[src/rtl/axis_read_data_pkg.sv]
// axis_read_data_pkg: shared stream FSM states and AXI-to-stream width ratio helper
package axis_read_data_pkg;
  typedef enum logic {CONFIG = 1'b0, ACTIVE = 1'b1} state_t;
  function automatic int width_ratio(input int axi_width, input int data_width);
    return axi_width / data_width;
  endfunction
endpackage

[src/rtl/axis_read_data_fifo_simple.sv]
// fifo_simple: register-array FIFO whose head word is read straight from storage
module fifo_simple #(
  parameter int DATA_WIDTH = 64,
  parameter int ADDR_WIDTH = 4
) (
  input  logic                  clk,
  input  logic                  rst,
  input  logic                  push,
  input  logic [DATA_WIDTH-1:0] din,
  input  logic                  pop,
  output logic [DATA_WIDTH-1:0] head,
  output logic                  full,
  output logic                  empty
);
  localparam int DEPTH = 1 << ADDR_WIDTH;
  logic [DATA_WIDTH-1:0] mem [DEPTH];
  logic [ADDR_WIDTH-1:0] wr_ptr, rd_ptr;
  logic [ADDR_WIDTH:0]   cnt;
  logic                  do_push, do_pop;
  assign do_push = push && !full;
  assign do_pop  = pop && !empty;
  assign full    = cnt == DEPTH[ADDR_WIDTH:0];
  assign empty   = cnt == '0;
  assign head    = mem[rd_ptr];
  // storage is not reset; occupancy alone decides what is live
  always_ff @(posedge clk)
    if (do_push) mem[wr_ptr] <= din;
  // pointers wrap naturally at the array depth; reset flushes the queue
  always_ff @(posedge clk)
    if (rst) begin
      wr_ptr <= '0;
      rd_ptr <= '0;
      cnt    <= '0;
    end else begin
      if (do_push) wr_ptr <= wr_ptr + ADDR_WIDTH'(1);
      if (do_pop) rd_ptr <= rd_ptr + ADDR_WIDTH'(1);
      cnt <= cnt + (ADDR_WIDTH+1)'(do_push) - (ADDR_WIDTH+1)'(do_pop);
    end
endmodule

[src/rtl/axis_read_data.sv]
// axis_read_data: buffers AXI read beats and streams them out as narrower words for a configured length
module axis_read_data
  import axis_read_data_pkg::*;
#(
  parameter int BUF_AWIDTH     = 4,
  parameter int CFG_DWIDTH     = 32,
  parameter int CONVERT_SHIFT  = 1,
  parameter int AXI_DATA_WIDTH = 64,
  parameter int DATA_WIDTH     = 32
) (
  input  logic                      clk,
  input  logic                      rst,
  input  logic [CFG_DWIDTH-1:0]     cfg_length,
  input  logic                      cfg_val,
  output logic                      cfg_rdy,
  input  logic [AXI_DATA_WIDTH-1:0] axi_rdata,
  input  logic                      axi_rlast,
  input  logic                      axi_rvalid,
  output logic                      axi_rready,
  output logic [DATA_WIDTH-1:0]     data,
  output logic                      valid,
  input  logic                      ready
);
  localparam int RATIO = width_ratio(AXI_DATA_WIDTH, DATA_WIDTH);
  state_t                              state;
  logic [CFG_DWIDTH-1:0]               str_cnt;
  logic [CONVERT_SHIFT-1:0]            lane;
  logic [AXI_DATA_WIDTH-1:0]           head;
  logic [RATIO-1:0][DATA_WIDTH-1:0]    lanes;
  logic full, empty, push, pop, fire, last_word, unused_rlast;
  assign unused_rlast = axi_rlast;
  assign axi_rready   = !full;
  assign push         = axi_rvalid && axi_rready;
  assign cfg_rdy      = state == CONFIG;
  assign last_word    = str_cnt == CFG_DWIDTH'(1);
  assign valid        = state == ACTIVE && !empty && str_cnt != '0;
  assign fire         = valid && ready;
  assign pop          = fire && (&lane || last_word);
  assign lanes        = head;
  assign data         = valid ? lanes[lane] : '0;
  fifo_simple #(
    .DATA_WIDTH(AXI_DATA_WIDTH),
    .ADDR_WIDTH(BUF_AWIDTH)
  ) u_fifo (
    .clk  (clk),
    .rst  (rst),
    .push (push),
    .din  (axi_rdata),
    .pop  (pop),
    .head (head),
    .full (full),
    .empty(empty)
  );
  // transfer FSM: zero-length configs are ignored; last word drops any unused lanes of its beat
  always_ff @(posedge clk)
    if (rst) begin
      state   <= CONFIG;
      str_cnt <= '0;
      lane    <= '0;
    end else if (state == CONFIG) begin
      if (cfg_val && cfg_length != '0) begin
        state   <= ACTIVE;
        str_cnt <= cfg_length;
        lane    <= '0;
      end
    end else if (fire) begin
      str_cnt <= str_cnt - CFG_DWIDTH'(1);
      lane    <= last_word ? '0 : lane + CONVERT_SHIFT'(1);
      if (last_word) state <= CONFIG;
    end
endmodule

[config.mk]
export PLATFORM = sky130hd
export DESIGN_NAME = axis_read_data
export DESIGN_NICKNAME = d
export VERILOG_FILES = /design/src/rtl/axis_read_data_pkg.sv /design/src/rtl/axis_read_data_fifo_simple.sv /design/src/rtl/axis_read_data.sv
export SDC_FILE = /design/constraint.sdc
export NUM_CORES = 1
export LEC_CHECK = 0
export CORE_MARGIN = 1.5
export CORE_UTILIZATION = 30
export DETAILED_ROUTE_END_ITERATION = 7
export DONT_BUFFER_PORTS = 1
export HOLD_SLACK_MARGIN = 0.15
export PLACE_DENSITY_LB_ADDON = 0.2
export SETUP_SLACK_MARGIN = 0.3
export SYNTH_ARGS = -nofsm -noshare
export SYNTH_HDL_FRONTEND = slang
export SYNTH_SLANG_ARGS = --single-unit
[constraint.sdc]
create_clock -name clk -period 8.9 [get_ports clk]
set_clock_uncertainty 0.15 [all_clocks]
set_input_delay 1.78 -clock clk [delete_from_list [all_inputs] [get_ports clk]]
set_output_delay 1.78 -clock clk [all_outputs]
set_load 0.005 [all_outputs]
==> impl_metrics.ini <==
[job]
max-cap-violations = 0

[synthesis]
synth_area_per_cell_um2 = 22.4
synthArstFlopShare = 0
synth-seq-cells = 1075
synth_edf_count = 1024
ys_seq_area_frac = 0.760
ys_warn_count = 0
synth.net_count = 1985
synth_area_um2 = 41800
synthCells = 1869
ys_types = 55
ys.flop_type = edfxtp_1

[route]
ant_nets = 0
firstDrtPassIters = 6
avgRoutedWirePerCell_um = 26.3
routed_via_density = 4.99
drt_iter0_markers = 1304
dr_total_vias = 19100
drc_errors = 0
routed_wl_um = 100000

[place]
hpwl_um = 53900
port_buffers = 0
dp.cells = 3601
gp_congestion = 0.746

[sta]
rsz0062_at_grt = no
hold_viol_final = 0
min_period_ns = 6.40
worst_pin_slew_ns = 1.19
relSlewSlack = 0.209
finalSetupViolCount = 0
clock.fmax_ghz = 0.156
hold_ws_ns = 0.326
finalSetupTns_ns = 0
fin_crit_sh = 0.719
drv_slew = 0

[final_layout]
num-fill-cells = 12800
drive_gt1_frac = 0.281
utilization = 0.347
num_antenna_cells = 0
syn2layout_area_growth_pct = 14.3
final_nets = 2041
final_cells = 3819

[global_routing]
antenna_found_initial = 0
grt_max_degree = 142
grt_remaining_overflow = 0
grt_pass1_wl_um = 146000
grt_use_total = 0.144
grt_pass1_vias = 20800

[clocking]
clock-sinks = 1075
cts_buffer_depth = 3
hold_buffers = 0
post_cts_buffers = 0
ctsResizeCount = 0
cts_tree = built
clk_latency_ns = 0.75
clkTransAtPathRegs_ns = 0.06
cts_buffers = 116
htree_num_levels = 3
cts_root_buf = clkbuf_16

[setup_path]
crit_arrival_ns = 4.47
ff2ff_path_depth = 17
worstSetupPathType = reg -> out
worstSetupEndpointType = output pin
required_ns = 6.97
crit_path_start_kind = flip-flop
crit_path_start = str_cnt[0]
cp_max_fo = 18
r2r_start = str_cnt[0]

[hold_path]
hold_class = reg -> reg
hold_path_startpoint = str_cnt[31]
whs_path_depth = 2

[power_and_ir_drop]
pwr_density_cell_nw_per_um2 = 234
power.leakage_nw = 14.1
peakVddDrop_v = 0.000190

[die]
initial_utilization = 0.303
die_y_um = 376
io_pins = 137
die_w_um = 376
dieArea_um2 = 142000
fp-row-count = 136
core-area_um2 = 138000

[outcome]
status = complete, no violations
[layout by cell type, fill, tap and decap left out, types with 8 or more instances in the layout]
| master | count |
|---|---|
| ha_1 | 13 |
| bufinv_16 | 8 |
| o22ai_1 | 11 |
| clkbuf_16 | 117 |
| buf_4 | 43 |
| or3_1 | 8 |
| clkinv_2 | 18 |
| clkinv_1 | 38 |
| mux4_2 | 320 |
| nand2_1 | 27 |
| dfxtp_1 | 46 |
| edfxtp_1 | 1024 |
| inv_1 | 14 |
| clkbuf_1 | 20 |
| a21oi_1 | 38 |
| nor2_4 | 12 |
| o21ai_0 | 26 |
| a211oi_1 | 19 |
| nor3_1 | 16 |
| nor2_1 | 34 |
| nor4_1 | 14 |
| a22o_1 | 33 |
| nand2b_1 | 8 |
| nand4_1 | 9 |
[registers in the layout (all words and copies together), names as in the netlist, named ones only]
name and cells:
state 1, u_fifo.wr_ptr 4, u_fifo.rd_ptr 4, u_fifo.cnt 5
lane 1, u_fifo.mem 1024, str_cnt 32
[layer usage]
metal / vias up / global-route usage / wire length, um
li1: 8118 / - / -
met1: 10400 / 0.181 / 42400
met2: 396 / 0.247 / 51100
met3: 143 / 0.0321 / 4750
met4: 0 / 0.0412 / 2150
met5: - / 0 / 0
[final timing paths]
check	to	slack [ns]
setup reg to reg	u_fifo.cnt[4]	4.86
setup / recovery	data[25]	2.50
hold reg to reg	str_cnt[31]	0.33
hold / removal	str_cnt[31]	0.33
[layout make-up]
class	instances	area, um2	area share
well taps	1794	2240	0.0470
inverters	15	56.3	0.00118
clock buffers	137	3000	0.0628
repair buffers	46	383	0.00801
clock inverters	81	702	0.0147
flip-flops and latches	1075	31800	0.665
multi-input cells	671	9610	0.201
[cells by family after synthesis]
group,Yosys count,synth area share
mux,327,0.174
fa+ha+maj,14,0.00437
compound gates,146,0.0241
flops,1075,0.760
buf+inv,123,0.0130
simple gates,175,0.0223
xor+xnor,9,0.00189
[power by group]
part	internal, mW	switching, mW
registers	5.71	0.0621
clock network	2.65	2.02
logic	0.286	0.432
total	8.65	2.51
[critical path: stages (launching register included)]
cell,delay (ns)
dfxtp_1,0.38
inv_1,0.10
ha_1,0.25
or3b_2,0.27
nor4_2,0.09
a31oi_2,0.61
nor2b_4,1.06
buf_4,0.54
a22o_1,0.38
[stage by stage]
| stage | worst slack (ns) | cell area [um2] | power (mW) |
|---|---|---|---|
| floorplan | 1.50 | 41800 | 6.37 |
| global placement | 3.24 | 44100 | 6.60 |
| detailed placement | 3.16 | 44100 | 6.62 |
| CTS | 2.25 | 47800 | 11.3 |
| global route | 2.21 | 47800 | 11.6 |
| finish | 2.50 | 47800 | 11.2 |
[synthesized netlist by cell type (2+ instances only)]
| master | count | area [um2] |
|---|---|---|
| nand4b_1 | 3 | 26.3 |
| buf_1 | 11 | 41.3 |
| mux4_2 | 320 | 7210 |
| nor3b_1 | 3 | 22.5 |
| or3_1 | 8 | 50.1 |
| a211oi_1 | 19 | 143 |
| and2_1 | 3 | 18.8 |
| nand2b_1 | 8 | 50.1 |
| xor2_1 | 6 | 52.6 |
| dfxtp_1 | 51 | 1020 |
| or4_1 | 5 | 37.5 |
| ha_1 | 13 | 163 |
| a22o_1 | 33 | 289 |
| nand3b_1 | 2 | 15.0 |
| o22ai_1 | 11 | 68.8 |
| or4_4 | 2 | 22.5 |
| mux2_2 | 2 | 22.5 |
| a41oi_1 | 2 | 17.5 |
| xnor2_1 | 3 | 26.3 |
| a21oi_1 | 38 | 190 |
| nand2_1 | 27 | 101 |
| nand4_1 | 9 | 56.3 |
| buf_6 | 5 | 56.3 |
| o21ai_0 | 26 | 130 |
| or2_2 | 4 | 25.0 |
| inv_1 | 14 | 52.6 |
| o31ai_1 | 2 | 15.0 |
| nor4_1 | 14 | 87.6 |
| mux2i_1 | 5 | 50.1 |
| nor2_1 | 46 | 173 |
| nor3_1 | 20 | 100 |
| edfxtp_1 | 1024 | 30700 |
| buf_2 | 31 | 155 |
| nor2b_1 | 7 | 43.8 |
| o32ai_1 | 4 | 35.0 |
| clkbuf_1 | 60 | 225 |
| a21o_1 | 4 | 30.0 |
| nand3_1 | 7 | 35.0 |
Note: power is estimated with default switching activity, not from simulation.
